`src/rtl/lsu_mem_stage_pkg.sv`:
```
// Shared definitions for the load/store memory stage: data width, funct3
// access encodings and the LSU state enumeration.
package lsu_mem_stage_pkg;

  localparam int unsigned DATA_WIDTH = 32;

  // Load encodings
  localparam logic [2:0] FUNCT3_LB  = 3'b000;
  localparam logic [2:0] FUNCT3_LH  = 3'b001;
  localparam logic [2:0] FUNCT3_LW  = 3'b010;
  localparam logic [2:0] FUNCT3_LBU = 3'b100;
  localparam logic [2:0] FUNCT3_LHU = 3'b101;

  // Store encodings
  localparam logic [2:0] FUNCT3_SB  = 3'b000;
  localparam logic [2:0] FUNCT3_SH  = 3'b001;
  localparam logic [2:0] FUNCT3_SW  = 3'b010;

  typedef enum logic [1:0] {
    LSU_IDLE,
    LSU_REQ,
    LSU_WAIT,
    LSU_RESP
  } lsu_state_e;

endpackage

```
`src/rtl/lsu_load_extend.sv`:
```
// Load data lane select and sign/zero extension (purely combinational).
module lsu_load_extend
  import lsu_mem_stage_pkg::*;
(
  input  logic [DATA_WIDTH-1:0] rdata,
  input  logic [1:0]            addr_lsb,
  input  logic [2:0]            funct3,
  output logic [DATA_WIDTH-1:0] data_ext
);

  logic [DATA_WIDTH-1:0] lane;

  // Move the addressed byte/half down to bit 0
  assign lane = rdata >> {addr_lsb, 3'b000};

  // Extend according to access size and signedness
  always_comb begin
    data_ext = '0;
    case (funct3)
      FUNCT3_LB:  data_ext = {{24{lane[7]}}, lane[7:0]};
      FUNCT3_LH:  data_ext = {{16{lane[15]}}, lane[15:0]};
      FUNCT3_LW:  data_ext = rdata;
      FUNCT3_LBU: data_ext = {24'h000000, lane[7:0]};
      FUNCT3_LHU: data_ext = {16'h0000, lane[15:0]};
      default:    data_ext = '0;
    endcase
  end

endmodule

```
`src/rtl/lsu_mem_stage.sv`:
```
// Load/store memory stage: one req/gnt + rvalid bus transaction per core
// request, with byte enables, store lane replication and load extension.
// Optional: define LSU_TIMEOUT_EN to bound REQ/WAIT time by TIMEOUT_CYCLES.
module lsu_mem_stage
  import lsu_mem_stage_pkg::*;
#(
  parameter int unsigned DATA_WIDTH     = lsu_mem_stage_pkg::DATA_WIDTH,
  parameter int unsigned TIMEOUT_CYCLES = 16
) (
  input  logic                  clk_i,
  input  logic                  rst_ni,
  input  logic                  req_valid_i,
  output logic                  req_ready_o,
  input  logic                  MemRead_i,
  input  logic                  MemWrite_i,
  input  logic [2:0]            funct3_i,
  input  logic [DATA_WIDTH-1:0] addr_i,
  input  logic [DATA_WIDTH-1:0] wdata_i,
  output logic                  rsp_valid_o,
  output logic [DATA_WIDTH-1:0] rdata_o,
  output logic                  misaligned_o,
  output logic                  err_o,
  output logic                  stall_o,
  output logic                  mem_req_o,
  output logic                  mem_we_o,
  output logic [DATA_WIDTH-1:0] mem_addr_o,
  output logic [3:0]            mem_be_o,
  output logic [DATA_WIDTH-1:0] mem_wdata_o,
  input  logic                  mem_gnt_i,
  input  logic                  mem_rvalid_i,
  input  logic [DATA_WIDTH-1:0] mem_rdata_i
);

  // Only the 32-bit datapath is implemented
  if (DATA_WIDTH != 32 || TIMEOUT_CYCLES < 1) begin : g_cfg_err
    $error("lsu_mem_stage: unsupported parameter configuration");
  end

  lsu_state_e            state_q, state_d;
  logic [DATA_WIDTH-1:0] addr_q, wdata_q, rdata_q, load_ext;
  logic [2:0]            funct3_q;
  logic [3:0]            be_q;
  logic                  we_q, mis_q, err_q;
  logic                  accept, dec_err, dec_mis, dec_none, timeout;
  logic [3:0]            be_d;
  logic [DATA_WIDTH-1:0] wdata_d;
  logic                  in_req;

  assign accept = req_valid_i && (state_q == LSU_IDLE);
  assign in_req = (state_q == LSU_REQ);

  // Request classification at acceptance; exactly one outcome applies
  always_comb begin
    dec_err  = 1'b0;
    dec_mis  = 1'b0;
    dec_none = 1'b0;
    if (MemRead_i && MemWrite_i) begin
      dec_err = 1'b1;
    end else if (MemRead_i && !(funct3_i inside {FUNCT3_LB, FUNCT3_LH, FUNCT3_LW,
                                                 FUNCT3_LBU, FUNCT3_LHU})) begin
      dec_err = 1'b1;
    end else if (MemWrite_i && !(funct3_i inside {FUNCT3_SB, FUNCT3_SH, FUNCT3_SW})) begin
      dec_err = 1'b1;
    end else if (!MemRead_i && !MemWrite_i) begin
      dec_none = 1'b1;
    end else if ((funct3_i[1:0] == 2'b01 && addr_i[0]) ||
                 (funct3_i[1:0] == 2'b10 && addr_i[1:0] != 2'b00)) begin
      dec_mis = 1'b1;
    end
  end

  // Byte enables and lane-replicated store data from access size
  always_comb begin
    be_d    = 4'b1111;
    wdata_d = wdata_i;
    case (funct3_i[1:0])
      2'b00: begin
        be_d    = 4'b0001 << addr_i[1:0];
        wdata_d = {4{wdata_i[7:0]}};
      end
      2'b01: begin
        be_d    = 4'b0011 << {addr_i[1], 1'b0};
        wdata_d = {2{wdata_i[15:0]}};
      end
      default: begin
        be_d    = 4'b1111;
        wdata_d = wdata_i;
      end
    endcase
  end

  lsu_load_extend u_load_extend (
    .rdata    (mem_rdata_i),
    .addr_lsb (addr_q[1:0]),
    .funct3   (funct3_q),
    .data_ext (load_ext)
  );

`ifdef LSU_TIMEOUT_EN
  localparam int unsigned CNT_W = $clog2(TIMEOUT_CYCLES + 1);
  logic [CNT_W-1:0] cnt_q;

  assign timeout = (state_q == LSU_REQ || state_q == LSU_WAIT) &&
                   (cnt_q == CNT_W'(TIMEOUT_CYCLES - 1));

  // Cycles spent in the current REQ/WAIT visit; cleared on any state change
  always_ff @(posedge clk_i or negedge rst_ni) begin
    if (!rst_ni) begin
      cnt_q <= '0;
    end else if (state_d != state_q) begin
      cnt_q <= '0;
    end else if (state_q == LSU_REQ || state_q == LSU_WAIT) begin
      cnt_q <= cnt_q + CNT_W'(1);
    end
  end
`else
  assign timeout = 1'b0;
`endif

  // State register
  always_ff @(posedge clk_i or negedge rst_ni) begin
    if (!rst_ni) state_q <= LSU_IDLE;
    else         state_q <= state_d;
  end

  // Next-state logic
  always_comb begin
    state_d = state_q;
    case (state_q)
      LSU_IDLE: if (accept) state_d = (dec_err || dec_mis || dec_none) ? LSU_RESP : LSU_REQ;
      LSU_REQ:  if (mem_gnt_i) state_d = LSU_WAIT;
                else if (timeout) state_d = LSU_RESP;
      LSU_WAIT: if (mem_rvalid_i || timeout) state_d = LSU_RESP;
      LSU_RESP: state_d = LSU_IDLE;
      default:  state_d = LSU_IDLE;
    endcase
  end

  // Captured request and response registers
  always_ff @(posedge clk_i or negedge rst_ni) begin
    if (!rst_ni) begin
      addr_q   <= '0;
      wdata_q  <= '0;
      funct3_q <= '0;
      be_q     <= '0;
      we_q     <= 1'b0;
      rdata_q  <= '0;
      mis_q    <= 1'b0;
      err_q    <= 1'b0;
    end else if (accept) begin
      addr_q   <= addr_i;
      wdata_q  <= wdata_d;
      funct3_q <= funct3_i;
      be_q     <= be_d;
      we_q     <= MemWrite_i;
      rdata_q  <= '0;
      mis_q    <= dec_mis;
      err_q    <= dec_err;
    end else begin
      case (state_q)
        LSU_REQ:  if (!mem_gnt_i && timeout) err_q <= 1'b1;
        LSU_WAIT: begin
          if (mem_rvalid_i) rdata_q <= we_q ? '0 : load_ext;
          else if (timeout) err_q <= 1'b1;
        end
        LSU_RESP: begin
          rdata_q <= '0;
          mis_q   <= 1'b0;
          err_q   <= 1'b0;
        end
        default: ;
      endcase
    end
  end

  assign req_ready_o  = (state_q == LSU_IDLE);
  assign rsp_valid_o  = (state_q == LSU_RESP);
  assign rdata_o      = rdata_q;
  assign misaligned_o = mis_q;
  assign err_o        = err_q;
  assign stall_o      = (state_q == LSU_IDLE && req_valid_i) || state_q == LSU_REQ ||
                        state_q == LSU_WAIT;
  assign mem_req_o    = in_req;
  assign mem_we_o     = in_req && we_q;
  assign mem_addr_o   = in_req ? {addr_q[DATA_WIDTH-1:2], 2'b00} : '0;
  assign mem_be_o     = in_req ? be_q : 4'b0000;
  assign mem_wdata_o  = in_req ? wdata_q : '0;

endmodule
```
`config.mk`:
```
export PLATFORM = sky130hd
export DESIGN_NAME = lsu_mem_stage
export DESIGN_NICKNAME = d
export VERILOG_FILES = /design/src/rtl/lsu_mem_stage_pkg.sv /design/src/rtl/lsu_load_extend.sv /design/src/rtl/lsu_mem_stage.sv
export SDC_FILE = /design/constraint.sdc
export NUM_CORES = 1
export LEC_CHECK = 0
export ABC_AREA = 1
export ABC_CLOCK_PERIOD_IN_PS = 3000
export CORE_MARGIN = 2
export CORE_UTILIZATION = 50
export CTS_CLUSTER_SIZE = 30
export DETAILED_ROUTE_END_ITERATION = 12
export GPL_TIMING_DRIVEN = 0
export MAX_ROUTING_LAYER = met4
export PLACE_DENSITY_LB_ADDON = 0.05
export SYNTH_ARGS = -nofsm -noshare
export SYNTH_HDL_FRONTEND = slang
export SYNTH_SLANG_ARGS = --single-unit
```
`constraint.sdc`:
```
create_clock -name clk_i -period 3 [get_ports clk_i]
set_input_delay 0.75 -clock clk_i [delete_from_list [all_inputs] [get_ports clk_i]]
set_output_delay 0.75 -clock clk_i [all_outputs]
set_load 0.1 [all_outputs]
```
==> reports/metrics.csv <==
stage;metric;value;unit
yosys;synthesis.area;6107;µm²
layout;final_cell_count_no_fill;1264;
yosys;yosys_warnings;0;
timing;fmax;0.3381;GHz
drt;wirelength;17630;µm
clocking;clk_latency;360;ps
grt;antenna_found_initial;0;
timing;final_max_slew_viol_count;0;
placement;place_congestion;0.9299;
power_and_ir_drop;peakVddDrop;0.6848;mV
critical_path;cp_max_fo;4;
timing;slew_headroom;0.3086;
timing;setup_ws;42.02;ps
layout;n_antenna_cell;0;
layout;final_common_cell;nand2_1;
critical_path;start_kind;register;
layout;syn2layout_area_growth;41.24;%
yosys;seq_area_frac_synth;0.4425;
timing;worst_slew_pin_slew;1034;ps
yosys;synthSimpleGateAreaFrac;0.3719;
critical_path;cp_top_family;buffers and inverters;
critical_path;crit_type;reg -> out;
layout;mostFrequentLayoutCells;478 x nand2_1, 139 x clkdlybuf4s50_1, 108 x dfrtp_1;
yosys;synthXorXnorAreaFrac;0;
yosys;syn_avg_cell_area;6.847;µm²
drt;firstDrtPassIters;5;
timing;rsz0062_at_grt;no;
floorplanning;fp.dieArea;13110;µm²
placement;pre_cts_slack;-845.2;ps
power_and_ir_drop;power_density;1219;nW/µm²
timing;hold_viol_final;0;
critical_path;cp_slowest_cell;clkdlybuf4s50_1;
grt;grt_use_total;0.2872;
clocking;clk_path_buf_depth;2;
yosys;yosys.cell_types.count;26;
yosys;synth.area.mux_share;0;
floorplanning;die_w;114.5;µm
clocking;root_buffer;clkbuf_16;
clocking;cts_buffers;9;
drt;via_per_inst;4.919;
timing;hold_slack;366.3;ps
yosys;synth-adder-area-share;0.008195;
drt;drt_iter0_drc;464;
drt;vias;6218;
floorplanning;core.rowCount;40;
placement;placed_area;8494;µm²
layout;drive_above_1_share;0.1576;
drt;route.detailed.drc;0;
critical_path;arrival;2210;ps
power_and_ir_drop;p_leak;4.943;nW
clocking;cts_max_level;3;
timing;finalSetupViolations;0;
clocking;worst_setup_hold_path_clk_slew;70;ps
layout;design_area;8626;µm²
critical_path;path_cells;inv_1 -> ha_2 -> clkdlybuf4s50_1;
floorplanning;coreArea;11960;µm²
grt;grt_pass1_wl;28530;µm
placement;io_buffers;209;
drt;wl_per_cell;13.95;µm
yosys;synth_seq_cells;108;
placement;dp.cells;1250;
floorplanning;num_io_pins;213;
timing;post-route-period-util;0.9860;
critical_path;path_buf_inv;2;
critical_path;cp.required;2250;ps
grt;grt.overflow.total;0;
placement;dp_hpwl;13320;µm
layout;fin_nets;1223;
clocking;tritoncts;built;
floorplanning;dieHeight;114.5;µm
grt;grt_pass1_vias;5977;
yosys;synth_compound_gate_area_share;0.06392;
run_status;status;finished, final reports clean;
grt;grt_max_degree;73;
timing;clock_skew;6.945;ps
timing;min_period;2958;ps
timing;finalSetupTns;0;ps
critical_path;max_stage_delay;1150;ps
drt;antenna_left;0;
yosys;synth_cells;892;
clocking;cts_num_sinks;108;
run;maxCapViolCount;0;
floorplanning;start_util;0.5106;
critical_path;cp-end-kind;primary output;
hold_path;hp-class;in -> async;
yosys;synth_top_family_by_area;simple AND/OR/NAND/NOR gates;
clocking;cts_setup_buffers;0;
==> synth_stat cells <==
master / count / area (µm²)
a21oi_1: 19 / 95.09
buf_12: 2 / 40.04
buf_2: 22 / 110.1
buf_4: 6 / 45.04
buf_6: 2 / 22.52
clkbuf_1: 19 / 71.32
conb_1: 1 / 3.750
dfrtp_1: 108 / 2703
ha_1: 4 / 50.05
inv_1: 104 / 390.4
inv_2: 1 / 3.750
inv_4: 1 / 6.260
nand2_1: 480 / 1802
nand2_2: 2 / 12.51
nand2_4: 2 / 22.52
nand3_1: 25 / 125.1
nand3_2: 22 / 220.2
nand4_1: 2 / 12.51
nor2_1: 16 / 60.06
nor2_4: 1 / 11.26
nor3_1: 1 / 5.000
o211ai_1: 10 / 75.07
o21a_1: 1 / 7.510
o21ai_0: 36 / 180.2
o21ai_1: 4 / 20.02
o22ai_2: 1 / 12.51
==> cell families after synthesis <==
| kind of cell | count (synthesis) |
|---|---|
| simple gates | 551 |
| buf+inv | 157 |
| flops | 108 |
| compound gates | 71 |
| fa+ha+maj | 4 |
| other cells | 1 |
==> report_power, final <==
part	switching (mW)	internal, mW
registers	0.330	2.03
logic	5.22	1.63
clock network	0.530	0.771
==> stage by stage <==
stage / utilization / total power [mW]
2_1_floorplan: - / 7.715
4_1_cts: 0.7280 / 10.58
3_3_place_gp: 0.7081 / 9.294
5_1_grt: 0.7211 / 11.14
3_5_place_dp: 0.7101 / 9.368
6_report: 0.7211 / 10.51
==> routing by layer <==
layer | global-route usage | share of wire
met3 | 0.05611 | 0.070
met4 | 0.1285 | 0.032
met5 | - | 0
met1 | 0.3708 | 0.44
met2 | 0.4402 | 0.46
==> final timing paths <==
path                             from          end  slack, ps  cells after the start
hold reg to reg             addr_q[6]    addr_q[6]        480                      2
setup / recovery           state_q[1]    mem_req_o         40                      3
hold / removal                 rst_ni  wdata_q[21]        370                      1
min in group clk_i          addr_q[6]    addr_q[6]        480                      2
setup reg to reg           state_q[1]  rdata_o[25]        960                      8
max in group asynchronous      rst_ni    addr_q[9]       1900                      2
==> final cells by class <==
type | instances | area, µm²
tap | 147 | 183.9
timing repair buffer | 210 | 1911
clock inverter | 4 | 72.57
inverter | 106 | 475.5
fill | 1029 | 3336
multi-input combinational | 628 | 2729
sequential | 108 | 2703
buffer | 50 | 299.0
clock buffer | 11 | 252.7
==> timing repair <==
action | 4_1_cts | 5_1_grt
gates resized for setup | 315 | 58
gates cloned | 0 | 0
hold buffers | 0 | 0
endpoints found under the setup margin | 69 | 46
==> sequential cells by signal, summed over array words and instances (netlist names) <==
register and flops:
be_q 4, state_q 2, rdata_o 32, err_o 1, we_q 1, wdata_q 32, funct3_q 3, misaligned_o 1
addr_q 32
(Power assumes the default switching activity.)
==> edit: new RTL, config.mk and constraints unchanged <==
The option `LSU_TIMEOUT_EN` is turned on by a define.
--- a/src/rtl/lsu_mem_stage.sv
+++ b/src/rtl/lsu_mem_stage.sv
@@ -3,2 +3,4 @@
 // Optional: define LSU_TIMEOUT_EN to bound REQ/WAIT time by TIMEOUT_CYCLES.
+`define LSU_TIMEOUT_EN
+
 module lsu_mem_stage
Check against the original RTL: no difference found for any inputs over 4 cycles, from zero or initial values and one cycle with rst_ni low; that may be too few to reach the edited logic, so the function may still have changed.
==> edit against the unedited design <==
First-iteration DRC count up 3.2%. Critical path type unchanged. Power rose by 9.4%. Sequential cell count up 5. Highest routed layer unchanged. Global-route usage increased by 0.079 points. Count of clock-buffer cells in the layout increased by 14. Clock power rose by 52%. Area after synthesis up 0.90%. Via count rose by 0.55%. Wire length increased by 2.7%. Design area increased by 5.4%. Worst setup slack better by 0.048 ns. Final cell count shrank 1.3%.
==> edit: results (changes against the unedited design) <==
| Metric | Value |
|---|---|
| Number of global-route vias before repair | `5886 (-1.5%)` |
| Setup TNS | `0 ns (unchanged)` |
| Pleak | `0.00458 uW (-7.4%)` |
| Drt pass-1 iters | `5 (unchanged)` |
| Highest-delay cell along the critical path | `clkdlybuf4s18_2` |
| Multiplexer area fraction after synthesis | `0.00162 (+0.00162)` |
| Antenna cells | `0 (unchanged)` |
| DP Worst Slack | `-1.16 ns (-0.313 ns)` |
| Unique masters post-synth | `36 (+38%)` |
| Synth top area cells | `dfrtp_1 46%, nand2_1 19%, inv_1 8.6%` |
| Overall routing resource usage | `0.288 (+0.000786)` |
| Root Driver | `clkbuf_16` |
| Post-Synth XOR/XNOR Area | `0.00569 (+0.00569)` |
| CTS Buf Count | `17 (+8)` |
| RePlAce Congestion | `0.908 (-2.3%)` |
| Warnings from Yosys | `0 (unchanged)` |
| Register area share after synthesis | `0.459 (+0.0164)` |
| CP arrival | `2.16 ns (-0.05 ns)` |
| Maximum VDD drop | `0.722 mV (+5.5%)` |
| Initial antenna violation count | `0 (unchanged)` |
| Nets | `1202 (-1.7%)` |
| Hold Crit Class | `input pin to async pin` |
| Worst slew pin tran | `1.01 ns (-0.0268 ns)` |
| Ys async rst share | `1.00 (unchanged)` |
| Worst-Skew Late Latency | `0.42 ns (+0.06 ns)` |
| Placed cell areas | `8610 sq um (+1.3%)` |
| Fin. Hold Viols | `0 (unchanged)` |
| Reg2reg path depth | `8 (unchanged)` |
| Adder-cell area share of the yosys netlist | `0.0142 (+0.00602)` |
| CP max FO | `10 (+6)` |
| Largest net degree at the start of global routing | `64 (-12%)` |
| Reg clk slew, reported paths | `0.05 ns (-0.02 ns)` |
| Status | `completed` |
| DP HPWL | `13600 um (+2.5%)` |
| Largest area contributor in the netlist | `dfrtp_1` |
| Deepest clock path buffer count | `2 (unchanged)` |
| Share of cells above drive strength 1 | `0.165 (+0.00789)` |
| Final wirelength | `18100 um (+2.7%)` |
| Post-CTS setup repair buffer count | `0 (unchanged)` |
| Detailed Route Iter0 Violations | `479 (+3.2%)` |
| Global-route wire length before repair | `28800 um (+0.87%)` |
| Post-synthesis compound-gate area fraction | `0.167 (+0.103)` |
| Max Clock Skew | `0.00974 ns (+0.00279 ns)` |
| H-tree levels | `4 (+1)` |
| # port buffers | `210 (+0.48%)` |
| Slowest Stage Delay on Critical Path | `0.53 ns (-0.62 ns)` |
| Commonest cells in the netlist | `311 x nand2_1, 141 x inv_1, 113 x dfrtp_1` |
| Via-to-Cell Ratio | `5.01 (+1.9%)` |
[edit: metal layers]
metal  GRT usage  up-vias  routed length [um]
met3      0.0696       33                1390
li1            -     3107                   -
met5           -        -                   0
met4       0.104        0                 401
met1       0.372     2871                7830
met2       0.444      241                8470
[edit: worst paths after layout]
kind / startpoint / end / slack (ns)
setup / recovery: state_q[1]$_DFF_PN0_ / mem_addr_o[3] / 0.09
setup reg to reg: state_q[0]$_DFF_PN0_ / addr_q[17]$_DFFE_PN0P_ / 0.87
hold reg to reg: addr_q[31]$_DFFE_PN0P_ / addr_q[31]$_DFFE_PN0P_ / 0.48
max in group asynchronous: rst_ni / wdata_q[20]$_DFFE_PN0P_ / 2.06
min in group clk_i: addr_q[31]$_DFFE_PN0P_ / addr_q[31]$_DFFE_PN0P_ / 0.48
hold / removal: rst_ni / rdata_o[16]$_DFFE_PN0P_ / 0.27
[edit: area by class of cell]
| class | instances | area, sq um |
|---|---|---|
| Fill cell | 970 | 2920 |
| Sequential cell | 113 | 2830 |
| Multi-Input combinational cell | 554 | 2580 |
| Timing Repair Buffer | 211 | 2010 |
| Inverter | 147 | 664 |
| Clock buffer | 25 | 495 |
| Buffer | 45 | 241 |
| Tap cell | 147 | 184 |
| Clock inverter | 5 | 77.6 |
[edit: worst max-delay path: cells and delay by family, from the launching register on]
| family | cells | cell delay (ns) |
|---|---|---|
| adders and majority gates | 1 | 0.14 |
| DFF | 1 | 0.45 |
| and+or+nand+nor | 1 | 0.07 |
| buffers and inverters | 5 | 1.09 |
[edit: what timing repair did]
action | in CTS | in global routing
gates resized for setup | 381 | 47
setup endpoints to repair | 71 | 51
hold buffers | 0 | 0
[edit: cells by family after synthesis]
logic type      Yosys count
simple gates            353
buf+inv                 192
compound gates          187
flops                   113
fa+ha+maj                 7
xor+xnor                  4
other cells               1
mux                       1
[edit: power breakdown]
group / total (uW) / switching (uW) / internal, uW
logic: 7030 / 5320 / 1710
registers: 2510 / 362 / 2140
clock network: 1970 / 671 / 1300
[edit: stage by stage]
step           std cells  hold WS (ns)
4_1_cts             1247         0.283
2_1_floorplan        859         0.449
3_3_place_gp        1216         0.462
5_1_grt             1247         0.309
3_5_place_dp        1217         0.465
6_report            1247         0.267
